<file path="config.mk">
export PLATFORM = sky130hd
export DESIGN_NAME = serial_subtractor
export DESIGN_NICKNAME = d
export VERILOG_FILES = /design/src/rtl/serial_subtractor.sv
export SDC_FILE = /design/constraint.sdc
export NUM_CORES = 1
export LEC_CHECK = 0
export CORE_AREA = 2 2 65 67
export CTS_BUF_LIST = sky130_fd_sc_hd__clkbuf_8
export CTS_CLUSTER_DIAMETER = 30
export CTS_CLUSTER_SIZE = 30
export DETAILED_ROUTE_END_ITERATION = 10
export DIE_AREA = 0 0 67 69
export GPL_ROUTABILITY_DRIVEN = 0
export PLACE_DENSITY = 0.68
export SYNTH_ARGS = -nofsm -noshare
export SYNTH_HDL_FRONTEND = slang
export SYNTH_SLANG_ARGS = --single-unit
</file>
<file path="constraint.sdc">
create_clock -name clock -period 3.6 [get_ports clock]
set_clock_uncertainty 0.1 [all_clocks]
set_input_delay 0.54 -clock clock [delete_from_list [all_inputs] [get_ports clock]]
set_output_delay 0.54 -clock clock [all_outputs]
set_load 0.01 [all_outputs]
</file>
<file path="src/rtl/serial_subtractor.sv">
// serial_subtractor: bit-serial unsigned subtractor, LSB first, one bit per
// clock. diff_out = a - b mod 2^WIDTH, borrow_out = 1 when a < b (unsigned).
//
// Optional feature (compile-time macro SUB_OVERFLOW_EN): adds overflow_out,
// the two's-complement overflow flag of the subtraction. The port and its
// logic exist only when the macro is defined.
//
// Handshake: start is a request that is accepted only in IDLE (when no
// operation is already queued) or in DONE. Acceptance loads the operands.
// The block then spends one IDLE cycle with the operands loaded ("armed"),
// followed by WIDTH SHIFT cycles with busy=1, and then one DONE cycle with
// done=1. done is the single-cycle result-valid strobe, and there is no
// back-pressure. diff_out and borrow_out (and overflow_out) change only on
// the SHIFT->DONE edge or on reset. start held high in DONE chains the next
// operation, so the period is WIDTH+2 cycles.
//
// fsm_state exposes the state register for debug: 0=IDLE, 1=SHIFT, 2=DONE.
module serial_subtractor #(
  parameter int WIDTH = 8
) (
  input  logic             clock,
  input  logic             reset,
  input  logic             start,
  input  logic [WIDTH-1:0] a_in,
  input  logic [WIDTH-1:0] b_in,
  output logic             busy,
  output logic             done,
  output logic [WIDTH-1:0] diff_out,
  output logic             borrow_out,
`ifdef SUB_OVERFLOW_EN
  output logic             overflow_out,
`endif
  output logic [1:0]       fsm_state
);

  localparam int CW = (WIDTH > 1) ? $clog2(WIDTH) : 1;

  typedef enum logic [1:0] {
    IDLE  = 2'd0,
    SHIFT = 2'd1,
    DONE  = 2'd2
  } state_t;

  state_t           state_q, state_d;
  logic             accept;
  logic             armed_q;
  logic [WIDTH-1:0] a_q, b_q;
  logic [WIDTH-2:0] res_q;
  logic [CW-1:0]    cnt_q;
  logic             br_q;
  logic             last_bit;
  logic             a0, b0, d_bit, br_next;
  logic [WIDTH-1:0] shifted;
`ifdef SUB_OVERFLOW_EN
  logic             a_msb_q, b_msb_q;
`endif

  // State register
  always_ff @(posedge clock) begin
    if (reset) state_q <= IDLE;
    else       state_q <= state_d;
  end

  // Next-state decode and start acceptance
  always_comb begin
    state_d = state_q;
    accept  = 1'b0;
    case (state_q)
      IDLE: begin
        if (armed_q)    state_d = SHIFT;
        else if (start) accept  = 1'b1;
      end
      SHIFT: begin
        if (last_bit) state_d = DONE;
      end
      DONE: begin
        accept  = start;
        state_d = IDLE;
      end
      default: state_d = IDLE;
    endcase
  end

  // One full-subtractor bit slice on the current operand LSBs
  always_comb begin
    a0       = a_q[0];
    b0       = b_q[0];
    d_bit    = a0 ^ b0 ^ br_q;
    br_next  = (~a0 & b0) | (~(a0 ^ b0) & br_q);
    shifted  = {d_bit, res_q};
    last_bit = (cnt_q == CW'(WIDTH - 1));
  end

  // Operand/result datapath and registered outputs
  always_ff @(posedge clock) begin
    if (reset) begin
      armed_q      <= 1'b0;
      a_q          <= '0;
      b_q          <= '0;
      res_q        <= '0;
      cnt_q        <= '0;
      br_q         <= 1'b0;
      diff_out     <= '0;
      borrow_out   <= 1'b0;
`ifdef SUB_OVERFLOW_EN
      a_msb_q      <= 1'b0;
      b_msb_q      <= 1'b0;
      overflow_out <= 1'b0;
`endif
    end else if (accept) begin
      armed_q <= 1'b1;
      a_q     <= a_in;
      b_q     <= b_in;
      res_q   <= '0;
      cnt_q   <= '0;
      br_q    <= 1'b0;
`ifdef SUB_OVERFLOW_EN
      a_msb_q <= a_in[WIDTH-1];
      b_msb_q <= b_in[WIDTH-1];
`endif
    end else begin
      armed_q <= 1'b0;
      if (state_q == SHIFT) begin
        a_q   <= a_q >> 1;
        b_q   <= b_q >> 1;
        res_q <= shifted[WIDTH-1:1];
        br_q  <= br_next;
        cnt_q <= cnt_q + CW'(1);
        if (last_bit) begin
          diff_out     <= shifted;
          borrow_out   <= br_next;
`ifdef SUB_OVERFLOW_EN
          overflow_out <= (a_msb_q != b_msb_q) && (d_bit != a_msb_q);
`endif
        end
      end
    end
  end

  assign busy      = (state_q == SHIFT);
  assign done      = (state_q == DONE);
  assign fsm_state = state_q;

endmodule

</file>
# == Word-level counts from Yosys, hierarchy flattened ==
# Cells that the tools add are included.
# W data, S select, Z words.
# classes
n_mul,0
n_addsub,1
muxes,11
div,0
eq_ne,5
shifts,0
n_lt_le_gt_ge,0
n_bitwise,8
n_reduce_logical,5
# ops
op,n
$mux W8,4
$mux W2,2
$pmux W2 S2,1
$add A3 B1 Y3 const B,1
$eq A3 B3 Y1 const B,1
$mux W1,3
$not A1 Y1,3
$reduce_and A3 Y1,1
$and A1 B1 Y1,2
$eq A2 B1 Y1 const B,1
$eq A2 B2 Y1 const B,1
$logic_not A2 Y1,1
$ne A2 B1 Y1 const B,1
$ne A2 B2 Y1 const B,1
$pmux W1 S2,1
$reduce_and A2 Y1,1
$reduce_bool A2 Y1,1
$reduce_or A2 Y1,1
$xor A1 B1 Y1,2
$or A1 B1 Y1,1
# word_totals
latchBits,0
mem_bits_ro,0
mem_count,0
ram_bits,0
word_cells,39
in_bits,19
out_inout_bits,13
reg_bits,39

# == Depth between registers and ports, before layout ==
# depth
depth_word,5
ltp_mapped,6
depth_no_buf,5

# == Least setup slack after synthesis ==
# Ideal clock, no wire load.
# synth_timing
kind,register to output
start,"reg state_q[0], in the netlist fsm_state[0]"
end,out busy
setup_slack_ns,2.049
required_time_ns,2.960
n_path_buf,2
arrival_time_ns,0.911
stages_incl_launch_ff,5
cell_sequence,dfxtp_1 -> nand2b_1 -> buf_4 -> inv_4 -> buf_4
# synth_between
elab_chain_len,1
# synth_rtl
item,line_no,text
from (decl),44,"state_t state_q, state_d;"
from (signal assigned),61,else state_q <= state_d;
$eq A2 B1 Y1,140,assign busy = (state_q == SHIFT);
to (decl),26,"output logic busy,"
# Every way passes these cells.

# == Worst setup path in the final report ==
# Same ends and word-level chain as after synthesis.

==> results.toml <==
[run_status]
outcome = "finished, final reports clean"

[synth]
synth_sequential_area_ratio = 0.463
synth-compound-area-share = 0.236
synthXorXnorAreaFrac = 0.00519
syn_nets = 214
ys_async_sr_fraction = 0
syn_inst = 192
synth_area_leader_cell = "dfxtp_1"
syn-cell-area_sq_mm = 0.00169
synth_edf_count = 0
ys_ff_latch = 39
synthTopCellsByArea = "dfxtp_1, nand2_1, a31oi_2"
postSynthAreaPerCell_sq_um = 8.79
synth_warnings = 0
synth_top_family_by_area = "compound AO/OA/AOI/OAI gates"
yosys.area_share.adder = 0.0267
yosys.area.top_type_share = 0.463
ys.flop_type = "dfxtp_1"
synthSimpleGateAreaFrac = 0.193
synth_mux_area_frac = 0
synth_cell_types = 29

[routing]
avgViaCountPerCell = 5.06
drc = 0
drt_first_pass_iters = 6
wl_microns = 3230
avgRoutedWirePerCell_microns = 12.1
antenna_left = 0
num_vias = 1352
drt_iter0_drc = 84

[cts]
clock-root-buffer = "clkbuf_8"
clock_path_buffers = 2
clk_latency_ps = 280
cts_buffers = 5
cts.clk_slew.worst_paths_ps = 70
hold_buffers = 0
numClockSinks = 39
cts_resized = 0
post_cts_buffers = 0
cts_tree = "done"
cts_htree_levels = 2

[final_layout]
multi_input_area_sq_um = 778
syn2layout_area_growth_pct = 23.4
final_common_cell = "nand2_1"
drive_gt1_frac = 0.101
nets = 238
fillers = 387
design_area_sq_mm = 0.00208
seq_area_sq_um = 781
n_antenna_cell = 0
layout_common_cells = "nand2_1, dfxtp_1, clkdlybuf4s50_1, a21oi_1, o31ai_1"

[placement]
place_ws_ps = 981
portBuffers = 31
dp_hpwl_microns = 2120
place_area_sq_mm = 0.00196

[die]
initial_utilization = 0.431
core_area_sq_mm = 0.00391
num_rows = 23
die_y_microns = 69
fp.dieW_microns = 67
die_area_sq_mm = 0.00462
ios = 32

[pwr]
ir_worst_vdd_mv = 0.244
p_per_area_mw_per_mm2 = 454
p_leak_nw = 0.691

[timing]
worst_slack_ps = 1000
rsz0062_at_grt = "no"
slew_violations = 0
final_hold_viol_count = 0
clock.fmax_mhz = 385
setup-violations-final = 0
setup_tns_ps = 0
fin_crit_ps = 2600
worstMarginPinSlew_ps = 761
fin_crit_sh = 0.721
slew_headroom = 0.490

[worst_hold_path]
hold_class = "flip-flop to flip-flop"
whs_path_depth = 2

[global_routing]
grt_pass1_vias = 1271
grt_overflow_total = 0
grt_pass1_wl_microns = 5540
antenna_found_initial = 0
grt_max_degree = 38
grt_usage = 0.153

[setup_path]
cp-start-kind = "flip-flop"
crit_end = "busy"
crit_path_max_fanout = 37
r2r_cells = 3
cp-end-kind = "primary output"
r2r-end = "b_q[0]"
critical_path_class = "flip-flop to primary output"
cp.required_ps = 2960
rrSetupSlack_ps = 1850
critical_path.startpoint = "fsm_state[0]"
r2r_start = "fsm_state[0]"
cp.arrival_ps = 1960

[flow_run]
cap_viol_max_count = 0
## layer usage
metal / GRT usage / vias up / part of all wire
met5: 0 / - / 0
met4: 0.0408 / 0 / 0.0074
met1: 0.202 / 607 / 0.50
li1: - / 712 / -
met3: 0.0489 / 2 / 0.039
met2: 0.239 / 31 / 0.46
## kinds of logic (layout without fill, tap and decap cells)
group                      after synthesis  count (layout)
and+or+nand+nor                         75              75
AOI/OAI and AO/OA                       54              54
DFF                                     39              39
buffers and inverters                   20              45
adders and majority gates                3               3
xor gates and xnor gates                 1               1
## power by group
part	switching [mW]	total (mW)	internal (mW)
Sequential	0.0112	0.463	0.452
Clock	0.144	0.368	0.224
Combinational	0.0644	0.114	0.0493
Total	0.220	0.945	0.725
## through the flow
step           hold slack (ps)  power, mW   util  cells
3_5_place_dp               350      0.586  0.502    259
3_3_place_gp               346      0.585  0.502    259
6_report                   357      0.945  0.532    267
4_1_cts                    360      0.952  0.532    267
2_1_floorplan              337      0.557      -    192
5_1_grt                    381      0.988  0.532    267
## final cells by class
class,instances,area share
Tap cell,50,0.0300
Sequential cell,39,0.375
Inverter,4,0.00841
Clock buffer,6,0.0397
Timing Repair Buffer,33,0.156
Clock inverter,2,0.0168
Multi-Input combinational cell,133,0.374
## worst min path at each step
stage | start | endpoint
finish | diff_out[0] | diff_out[0]
global route | diff_out[0] | diff_out[0]
CTS | diff_out[6] | diff_out[6]
detailed placement | diff_out[6] | diff_out[6]
global placement | cnt_q[1] | cnt_q[1]
floorplan | res_q[0] | res_q[0]
## Yosys cell counts, types with 2 or more instances
cell and count:
nor2b_1 2, o31ai_1 14, or3b_1 2, buf_6 4
buf_4 4, clkbuf_1 2, o211ai_1 2, nand3_1 8
a21oi_1 20, nand2_1 54, a31oi_2 9, buf_2 5
nor2_1 5, dfxtp_1 39, ha_1 2, inv_1 3
a31oi_1 5
## critical path, cell delays in order, from the launching register on
cell	delay, ps
dfxtp_1	420
nand2b_1	80
buf_4	230
inv_4	320
clkdlybuf4s50_1	610
## sequential cells by signal, indices dropped and copies added, names as in the netlist
signal      flops
diff_out        8
br_q            1
res_q           7
b_q             8
a_q             8
borrow_out      1
armed_q         1
fsm_state       2
cnt_q           3
(Power assumes the default switching activity.)
